### src/rtl/booth_pkg.sv
// Shared constants for the radix-2 Booth multiplier: operand width, counter
// width and the strobe bit positions used by both the control unit and datapath.
package booth_pkg;

  localparam int W_DEF     = 32;
  localparam int CW_DEF    = $clog2(W_DEF);
  localparam int N_STROBES = 7;

  localparam int C0_IDX = 0;  // load
  localparam int C1_IDX = 1;  // decode marker
  localparam int C2_IDX = 2;  // accumulate
  localparam int C3_IDX = 3;  // subtract select
  localparam int C4_IDX = 4;  // shift
  localparam int C5_IDX = 5;  // drive high word
  localparam int C6_IDX = 6;  // drive low word

  typedef logic [N_STROBES-1:0] strobe_t;

endpackage

### src/rtl/booth_counter.sv
// Iteration counter for the Booth datapath: clears on load, counts shifts and
// flags the final iteration so the control unit can leave its loop.
module booth_counter
  import booth_pkg::*;
#(
  parameter int W  = W_DEF,
  parameter int CW = $clog2(W)
) (
  input  logic          clk,
  input  logic          rst,
  input  logic          clr,
  input  logic          inc,
  output logic [CW-1:0] cnt,
  output logic          count31
);

  logic [CW-1:0] cnt_reg;
  logic [CW-1:0] cnt_next;

  // Clear has priority; increment wraps modulo 2^CW.
  always_comb begin
    cnt_next = cnt_reg;
    if (clr)
      cnt_next = '0;
    else if (inc)
      cnt_next = cnt_reg + CW'(1);
  end

  always_ff @(posedge clk or posedge rst) begin
    if (rst)
      cnt_reg <= '0;
    else
      cnt_reg <= cnt_next;
  end

  assign cnt     = cnt_reg;
  assign count31 = (cnt_reg == CW'(W - 1));

endmodule

### src/rtl/booth_datapath.sv
// Radix-2 Booth multiplier datapath: A/Q/M registers, Q-1 bit, add/subtract
// adder, iteration counter and registered output bus, steered by strobes c0-c6.
module booth_datapath
  import booth_pkg::*;
#(
  parameter int W  = W_DEF,
  parameter int CW = $clog2(W)
) (
  input  logic         clk,
  input  logic         rst,
  input  logic         c0,
  input  logic         c1,
  input  logic         c2,
  input  logic         c3,
  input  logic         c4,
  input  logic         c5,
  input  logic         c6,
  input  logic [W-1:0] inbus_m,
  input  logic [W-1:0] inbus_q,
  output logic         q0,
  output logic         q_1,
  output logic         count31,
  output logic [W-1:0] outbus,
  output logic         out_valid
);

  strobe_t strobes;
  assign strobes = {c6, c5, c4, c3, c2, c1, c0};

  // The decode marker carries no register effect in this datapath.
  logic unused_c1;
  assign unused_c1 = strobes[C1_IDX];

  logic [W:0]   a_reg, a_next;
  logic [W-1:0] q_reg, q_next;
  logic [W-1:0] m_reg, m_next;
  logic         q_m1_reg, q_m1_next;
  logic [W-1:0] outbus_reg, outbus_next;
  logic         out_valid_reg;

  logic         do_load, do_acc, do_shift;
  logic [W:0]   m_ext;
  logic [W:0]   acc_sum;
  logic [CW-1:0] cnt_unused;

  assign do_load  = strobes[C0_IDX];
  assign do_acc   = strobes[C2_IDX] & ~do_load;
  assign do_shift = strobes[C4_IDX] & ~do_load & ~strobes[C2_IDX];

  // The guard bit keeps A - M exact when M is the most negative operand.
  assign m_ext   = {m_reg[W-1], m_reg};
  assign acc_sum = strobes[C3_IDX] ? (a_reg - m_ext) : (a_reg + m_ext);

  always_comb begin
    a_next    = a_reg;
    q_next    = q_reg;
    m_next    = m_reg;
    q_m1_next = q_m1_reg;
    if (do_load) begin
      a_next    = '0;
      q_next    = inbus_q;
      m_next    = inbus_m;
      q_m1_next = 1'b0;
    end else if (do_acc) begin
      a_next = acc_sum;
    end else if (do_shift) begin
      a_next    = {a_reg[W], a_reg[W:1]};
      q_next    = {a_reg[0], q_reg[W-1:1]};
      q_m1_next = q_reg[0];
    end
  end

  // Low word wins when both output strobes are raised together.
  always_comb begin
    outbus_next = outbus_reg;
    if (strobes[C6_IDX])
      outbus_next = q_reg;
    else if (strobes[C5_IDX])
      outbus_next = a_reg[W-1:0];
  end

  always_ff @(posedge clk or posedge rst) begin
    if (rst) begin
      a_reg         <= '0;
      q_reg         <= '0;
      m_reg         <= '0;
      q_m1_reg      <= 1'b0;
      outbus_reg    <= '0;
      out_valid_reg <= 1'b0;
    end else begin
      a_reg         <= a_next;
      q_reg         <= q_next;
      m_reg         <= m_next;
      q_m1_reg      <= q_m1_next;
      outbus_reg    <= outbus_next;
      out_valid_reg <= strobes[C5_IDX] | strobes[C6_IDX];
    end
  end

  booth_counter #(
    .W  (W),
    .CW (CW)
  ) u_counter (
    .clk     (clk),
    .rst     (rst),
    .clr     (do_load),
    .inc     (do_shift),
    .cnt     (cnt_unused),
    .count31 (count31)
  );

  assign q0        = q_reg[0];
  assign q_1       = q_m1_reg;
  assign outbus    = outbus_reg;
  assign out_valid = out_valid_reg;

endmodule

### config.mk
export PLATFORM = sky130hd
export DESIGN_NAME = booth_datapath
export DESIGN_NICKNAME = d
export VERILOG_FILES = /design/src/rtl/booth_pkg.sv /design/src/rtl/booth_counter.sv /design/src/rtl/booth_datapath.sv
export SDC_FILE = /design/constraint.sdc
export NUM_CORES = 1
export LEC_CHECK = 0
export CORE_MARGIN = 2
export CORE_UTILIZATION = 50
export CTS_BUF_LIST = sky130_fd_sc_hd__clkbuf_4 sky130_fd_sc_hd__clkbuf_8
export CTS_CLUSTER_DIAMETER = 100
export DETAILED_ROUTE_END_ITERATION = 10
export GPL_ROUTABILITY_DRIVEN = 0
export HOLD_SLACK_MARGIN = 0.02
export MAX_ROUTING_LAYER = met4
export PLACE_DENSITY = 0.84
export SYNTH_ARGS = -nofsm -noshare
export SYNTH_HDL_FRONTEND = slang
export SYNTH_HIERARCHICAL = 1
export SYNTH_SLANG_ARGS = --single-unit
### constraint.sdc
create_clock -name clk -period 7.1 [get_ports clk]
set_input_delay 1.42 -clock clk [delete_from_list [all_inputs] [get_ports clk]]
set_output_delay 1.42 -clock clk [all_outputs]
set_load 0.02 [all_outputs]
After elaboration in Yosys (flattened, before gate mapping)
Index checks and enable logic that the tools add are counted.
Widths: inputs -> output; s select.
- output and inout bits: 36
- flip-flop bits (word level): 136
- input bits: 73
- logic and storage cells: 38
- muxes and demuxes: 14
- reduce and logical (&&, ||, !) cells: 5
- add/sub/neg operators: 3
- equality and inequality tests: 2
- bitwise gates (word level): 6
- operators by type and width (cell ; number):
    $mux 32 ; 6
    $mux 33 ; 3
    $add 33x33->33 ; 1
    $sub 33x33->33 ; 1
    $mux 5 ; 2
    $reduce_bool 2->1 ; 3
    $add 5x1->5 const B ; 1
    $eq 5x5->1 const B ; 1
    $and 1x1->1 ; 3
    $mux 1 ; 3
    $reduce_bool 3->1 ; 1
    $ne 2x2->1 const B ; 1
    $not 1->1 ; 2
    $reduce_and 2->1 ; 1
    $or 1x1->1 ; 1

Depth between registers and ports, before layout
Gate-level depths: netlist of the first run.
- word-level depth: 6
- gate-level depth with buffers: 17
- mapped depth without buffers: 17

Modules after synthesis
The synthesis of the first run kept the hierarchy.
- modules (own cells, without submodules) (module ; sequential area each (µm²) ; cells an instance ; times used ; area an instance (µm²)):
    booth_datapath ; 3278.1 ; 882 ; 1 ; 8231.6
    booth_counter ; 125.1 ; 23 ; 1 ; 281.5

Least setup slack after synthesis of the first run
No wires, ideal clock.
- path kind: input to register
- start: input c3
- end: register a_reg[26]
- arrival time: 4204 ps
- data required time: 6974 ps
- stages: 13
- setup slack: 2770 ps
- cell sequence: clkbuf_1 > clkbuf_1 > nor2_1 > xnor2_1 > ha_1 > a21o_1 > or3_1 > o2111a_1 > a211oi_4 > a41oi_4 > o41ai_2 > mux2i_1 > o21ai_1
- longest elaborated chain between the ends: 3
- ends and longest elaborated chain (what ; line ; source):
    start: declaration ; booth_datapath.sv:14 ; input logic c3,
    $mux 33 ; booth_datapath.sv:52 ; assign acc_sum = strobes[C3_IDX] ? (a_reg - m_ext) : (a_reg + m_ext);
    $mux 33 ; booth_datapath.sv:64 ; end else if (do_acc) begin
    $mux 33 ; booth_datapath.sv:59 ; if (do_load) begin
    end signal: assignment ; booth_datapath.sv:91 ; a_reg <= a_next;
    end: declaration ; booth_datapath.sv:34 ; logic [W:0] a_reg, a_next;
Every way passes these cells. The select of a mux whose other input is x is not followed.
A chain may end at the register's enable or synchronous reset.

Worst setup path after layout of the first run
- start: input c3
- end: register a_reg[22]
Same word-level chain as after synthesis.

==> impl_results.md, run 1 <==
- Run status: completed
- Shortest period the worst path allows: roughly 5.1 ns
- Seq pwr share: 39.0%
- CTS Buf Count: 17
- Post-Place Worst Slack: 1.61 ns
- CP Capture Type: flop
- PostCTS Resize Cnt: 0
- DRC Markers: 0
- Pwr Density: 250 nW/µm²
- Avg WL per Cell: 16.8 µm
- Core ar.: 16600 µm²
- Post-CTS Setup Inserts: 0
- Mean Syn Cell Area: 9.41 µm²
- Total grt overflow: 0
- # diodes: 0
- Crit path required time: 7.42 ns
- Highest Signal Layer: met4
- Fin nets: about 1100
- Top delay family on crit path: compound AO/OA/AOI/OAI gates
- Die area: between 15000 and 20000 µm²
- Max Cap Viol: 0
- Post-route ant nets: 0
- Ys flop type: dfrtp_1
- Peak Freq: 196 MHz
- Worst Path Buf+Inv: 1
- # hold bufs at CTS: 0
- DR vias: 7016
- CTS Root Buffer Type: clkbuf_8
- Period utilization: 71.8%
- Clock Sinks: 136
- Crit start category: input pin
- TritonCTS clock tree: done
- Overall Global Routing Usage: about a quarter
- Logic pwr share: 34.8%
- Router iterations before antenna repair: 5
- Number of synthesis warnings: 6
- Max Root-Sink Buffers: 2
- CP Cell Sequence: clkdlybuf4s50_1 > nor2_1 > xnor2_1 > ha_1 > a21o_1 > or3_1 > o2111a_1 > a211oi_4 > o21ai_0 > a2111oi_0 > o22ai_1
- Clk Latency, worst-skew pair: roughly 0.45 ns
- H-tree depth: 4
- Via count of the first global-routing pass: slightly above 7000
- Worst path max stage delay: 1.22 ns
- Total power: roughly 2.5 mW
- RSZ-0062 raised after global routing: no
- Net Sw Power: between 0.9 and 1 mW
- Worst-Margin Slew: approximately 1.1 ns
- Critical Path AT: ~5.4 ns
- Switch share: 36.0%
- Largest net degree at the start of global routing: 75
- Maximum fanout along the worst path: 33
- Syn nets: slightly above 1000
- Number of synthesized register bits: roughly 140
- Cells after Synth: ~900
- Critical path class: in -> reg
- Hold path depth: 2
- Skew final: between 0.01 and 0.015 ns
- Fin. max-slew vios: 0
- Final worst setup slack: 2.00 ns
- CTS clock-pin slew for the worst setup and hold paths: 0.08 ns
- Largest register FFs: 33
- Seq/Total Area, Yosys: between 30 and 40%
- IR drop worst, VDD: 0.000169 V
- Leakage: 4.56 nW
- Chip width: 134 µm
- Detail Placement HPWL: 14600 µm
- Clock power share: between 20% and 30%
- R2r worst-path depth: 16
- Metal3 WL: 1020 µm
- Post-Route WL: approximately 21000 µm
- Netlist cell types: slightly below 70
- Post-synth EDFFs: 0
- Initial antenna violation count: 0
- Hold wc startpoint: q_reg[30]$_DFFE_PP0P_
- Die Y: roughly 130 µm
- Post-Route Setup TNS: 0 ns
- Row count: 47
- R2R Setup Slk: around 2.2 ns
- Worst Hold Class: reg -> reg
- Slowest cell on crit path: clkdlybuf4s50_1
- Layout cells sized above 1: around 9%
- Vias per cell: 5.74
- First-pass GRT wire length: roughly 34000 µm
- Util after Layout: approximately three fifths
- Port buffer count: approximately 110
- Internal power: 1.62 mW
- Final setup violation count: 0
- FF-to-FF End: a_reg[27]$_DFFE_PP0P_
- Initial core utilization: between 50% and 60%
- Final hold vios: 0
- Mapped cell area: between 8000 and 9000 µm²
- I/O Pins: 109
- Ys async rst share: between 90% and 100%
- Detailed-route wire length on metal 1: 8540 µm
- Layout Area Growth over Synthesis: 18.8%
- DR iter-0 viols: around 560
- Filler cells: ~1400
- Hold Path End: outbus[30]$_DFFE_PP0P_
- Wire length on met2: ~10000 µm
- Max transition margin: between 20% and 30%
- Worst r2r src: m_reg[2]$_DFFE_PP0P_
-- cells in the mapped netlist, drive strengths merged, types with 3 or more instances --
cell type,number,area share [%]
a21o,12,1.1
buf,7,0.40
ha,35,5.1
o21bai,4,0.35
xor2,6,0.62
or3,5,0.37
nor2,63,2.8
xnor2,45,4.6
o21a,5,0.44
a2111oi,3,0.31
a211o,3,0.31
and3,5,0.37
clkbuf,39,1.7
nand3,6,0.35
nor2b,17,1.2
or2,3,0.22
o211ai,6,0.53
a31oi,4,0.29
a21oi,52,3.1
nor4,4,0.29
mux2,30,4.0
mux2i,84,9.9
o22ai,4,0.29
dfrtp,136,40
o211a,3,0.35
nand2,101,4.5
nand4,6,0.62
and2,5,0.37
a211oi,35,3.3
nor3,15,1.0
or4,3,0.31
o21ai,98,5.8
inv,29,1.3
nand2b,4,0.29
-- per-layer routing --
layer  track usage (%)  vias to the layer above
met5                 -                        -
met4              8.42                        0
met3              4.99                       50
met2              40.7                      197
met1              29.0                     3358
li1                  -                     3411
-- power by group through the flow --
stage / clock network [mW] / logic (mW) / registers, mW
5_1_grt: 0.708 / 0.970 / 0.999
3_5_place_dp: 0 / 0.867 / 0.997
4_1_cts: 0.668 / 0.876 / 0.985
3_3_place_gp: 0 / 0.844 / 0.995
6_report: 0.661 / 0.880 / 0.985
2_1_floorplan: 0 / 0.606 / 0.993
-- per-stage QoR --
step	area (µm²)	instances	hold WS [ns]
floorplan	8510	905	0.470
global placement	9700	1191	0.492
detailed placement	9700	1191	0.498
CTS	10100	1223	0.514
global route	10100	1223	0.548
finish	10100	1223	0.509
-- cell usage in the layout, fill, tap and decap left out, drive strengths merged, types with 4 or more instances in the layout --
| cell | netlist | layout |
|---|---|---|
| dfrtp | 136 | 136 |
| clkdlybuf4s50 | 0 | 103 |
| nand2 | 101 | 101 |
| o21ai | 98 | 98 |
| mux2i | 84 | 84 |
| nor2 | 63 | 63 |
| a21oi | 52 | 52 |
| xnor2 | 45 | 45 |
| ha | 35 | 35 |
| a211oi | 35 | 35 |
| mux2 | 30 | 30 |
| inv | 29 | 29 |
| clkbuf | 39 | 21 |
| nor2b | 17 | 17 |
| nor3 | 15 | 15 |
| a21o | 12 | 12 |
| buf | 7 | 9 |
| nand3 | 6 | 6 |
| o211ai | 6 | 6 |
| xor2 | 6 | 6 |
| nand4 | 6 | 6 |
| and2 | 5 | 5 |
| and3 | 5 | 5 |
| o21a | 5 | 5 |
| or3 | 5 | 5 |
| clkinv | 0 | 5 |
| a31oi | 4 | 4 |
| nand2b | 4 | 4 |
| o21bai | 4 | 4 |
| o22ai | 4 | 4 |
| nor4 | 4 | 4 |
| clkinvlp | 0 | 4 |
-- worst max path at each step --
stage,depth (start not counted),slack (ns),from,endpoint
finish,11,2.00,c3,a_reg[22]$_DFFE_PP0P_
global route,12,1.66,c3,a_reg[25]$_DFFE_PP0P_
CTS,12,2.05,c3,a_reg[26]$_DFFE_PP0P_
detailed placement,12,1.61,c3,a_reg[26]$_DFFE_PP0P_
global placement,12,1.72,c3,a_reg[26]$_DFFE_PP0P_
floorplan,1,2.18,rst,a_reg[0]$_DFFE_PP0P_
-- tightest hold or removal path: stages (launching register included) --
cell     delay (ns)
dfrtp_1        0.37
nand2_1        0.05
o21ai_0        0.06
-- final cells by class --
| cell class | count | area [µm²] | share of cell area, % |
|---|---|---|---|
| Clock buffer | 21 | 283 | 2.80 |
| Sequential cell | 136 | 3400 | 33.7 |
| Inverter | 29 | 111 | 1.10 |
| Clock inverter | 11 | 123 | 1.21 |
| Multi-Input combinational cell | 694 | 4820 | 47.7 |
| Tap cell | 220 | 275 | 2.72 |
| Timing Repair Buffer | 112 | 1090 | 10.8 |
-- kinds of logic after synthesis --
| family | synth area share, % |
|---|---|
| AOI/OAI and AO/OA | 18.6 |
| adders and majority gates | 5.38 |
| buffers and inverters | 3.39 |
| muxes | 13.9 |
| xor gates and xnor gates | 5.25 |
| DFF | 40.0 |
| and+or+nand+nor | 13.5 |
No activity file was read; power rests on OpenSTA's default activity.
==> run 2, diff against run 1 <==
==> constraint.sdc (replaced) <==
create_clock -name clk -period 5.34 [get_ports clk]
set_input_delay 1.068 -clock clk [delete_from_list [all_inputs] [get_ports clk]]
set_output_delay 1.068 -clock clk [all_outputs]
set_load 0.02 [all_outputs]
==> impl_results.md, run 2 (synthesis gave the netlist of run 1 again) <==
- R2R Setup Slk: 0.56 ns
- Largest net degree at the start of global routing: 86
- Via count of the first global-routing pass: slightly above 7000
- Total power: 3.38 mW
- CTS clock-pin slew for the worst setup and hold paths: 0.08 ns
- Overall Global Routing Usage: around a quarter
- Maximum fanout along the worst path: 6
- Chip width: 134 µm
- H-tree depth: 4
- Die Y: between 100 and 150 µm
- Leakage: 4.59 nW
- DR iter-0 viols: 540
- Worst-case hold slack: 0.512 ns
- Post-Layout Cell Count: 1226
- PostCTS Resize Cnt: 0
- R2r worst-path depth: 16
- Core ar.: 16600 µm²
- CTS Buf Count: 17
- Row count: 47
- Largest register FFs: 33
- CP Capture Type: flop
- Router iterations before antenna repair: 5
- Initial antenna violation count: 0
- Port buffer count: about 110
- Max Cap Viol: 0
- Peak Freq: 209 MHz
- Worst r2r src: m_reg[2]$_DFFE_PP0P_
- Post-route ant nets: 0
- Hold wc startpoint: q_reg[9]$_DFFE_PP0P_
- Max Root-Sink Buffers: 2
- Initial core utilization: between 50% and 60%
- TritonCTS clock tree: done
- Commonest non-fill, non-tap cell in the layout: dfrtp_1
- Post-CTS Setup Inserts: 0
- Final hold vios: 0
- Slowest cell on crit path: nor4b_1
- Layout Area Growth over Synthesis: 19.1%
- Crit start category: flop
- DRC Markers: 0
- Critical Path AT: around 5 ns
- Period utilization: about nine tenths
- Clk Latency, worst-skew pair: approximately 0.48 ns
- # diodes: 0
- Post-Route WL: about 20000 µm
- CTS Root Buffer Type: clkbuf_8
- RSZ-0062 raised after global routing: no
- Shortest period the worst path allows: 4.78 ns
- Worst-Margin Slew: between 1 and 1.5 ns
- Hold path depth: 2
- I/O Pins: 109
- IR drop worst, VDD: around 0.00024 V
- Fin. max-slew vios: 0
- Post-DP Area: around 9700 µm²
- Post-route cell area: between 10000 and 15000 µm²
- Clock Sinks: roughly 140
- Most frequent cells in the layout: dfrtp_1 (136), clkdlybuf4s50_1 (103), nand2_1 (100)
- Worst path max stage delay: 0.58 ns
- Final setup violation count: 0
- Placed insts: 1194
- FF-to-FF End: a_reg[27]$_DFFE_PP0P_
- Critical path class: reg -> reg
- Fin nets: 1102
- Run status: completed
- Total grt overflow: 0
- Max transition margin: 29.2%
- Post-Route Setup TNS: 0 ns
- Worst Hold Class: reg -> reg
- Detail Placement HPWL: about 15000 µm
- Layout cells sized above 1: under 10%
- First-pass GRT wire length: 33900 µm
- Crit path required time: 5.69 ns
- CP Cell Sequence: or3_1 > nor4b_1 > nor2b_1 > nand2_1 > nor4_1 > nor2_1 > xnor2_1 > ha_1 > nand2_1 > a2111o_1 > nand2b_1 > a211oi_1 > o2111ai_1 > a31oi_1 > xnor2_1 > o22ai_1
- DR vias: just over 7000
- Pwr Density: between 300 and 400 nW/µm²
- Vias per cell: roughly 5.8
- Die area: ~18000 µm²
- Avg WL per Cell: 16.8 µm
- Skew final: between 0.01 and 0.015 ns
- # hold bufs at CTS: 0
- Hold Path End: outbus[9]$_DFFE_PP0P_
run 2: report_power, final:
part | internal (mW) | switching, mW | leakage (nW)
sequential | 1.16 | 0.149 | 1.70
clock | 0.468 | 0.422 | 0.210
combinational | 0.540 | 0.638 | 2.69
total | 2.17 | 1.21 | 4.59
run 2: per-stage QoR:
step                util [%]  setup WS [ns]
floorplan                  -          0.774
global placement        58.5          0.597
detailed placement      58.5          0.588
CTS                     60.9          0.655
global route            60.9          0.354
finish                  60.9          0.557
run 2: critical path: cells and delay by family (launching register included):
family	cells	cell delay (ns)
fa+ha+maj	1	0.33
flops	1	0.44
compound gates	5	1.49
xor+xnor	2	0.30
simple gates	8	2.08
run 2: cell type report:
class | instances | area (µm²)
Tap cell | 220 | 275
Multi-Input combinational cell | 694 | 4820
Sequential cell | 136 | 3400
Inverter | 29 | 111
Fill cell | 1412 | 6500
Clock inverter | 13 | 154
Timing Repair Buffer | 115 | 1130
Clock buffer | 19 | 249
run 2: worst max path at each step:
| stage | from | to | slack (ns) | cells after the start |
|---|---|---|---|---|
| after floorplan | rst | a_reg[0]$_DFFE_PP0P_ | 0.77 | 1 |
| after global placement | c3 | a_reg[30]$_DFFE_PP0P_ | 0.60 | 12 |
| after detailed placement | c3 | a_reg[25]$_DFFE_PP0P_ | 0.59 | 12 |
| after CTS | m_reg[2]$_DFFE_PP0P_ | a_reg[27]$_DFFE_PP0P_ | 0.65 | 16 |
| after global routing | m_reg[2]$_DFFE_PP0P_ | a_reg[27]$_DFFE_PP0P_ | 0.35 | 16 |
| final | m_reg[2]$_DFFE_PP0P_ | a_reg[27]$_DFFE_PP0P_ | 0.56 | 16 |
run 2: layer usage:
layer	up-vias	part of all wire (%)	global-route usage, %
li1	3422	-	-
met1	3423	42	28.6
met2	167	51	41.1
met3	54	4.3	4.50
met4	0	2.7	9.65
met5	-	0	-
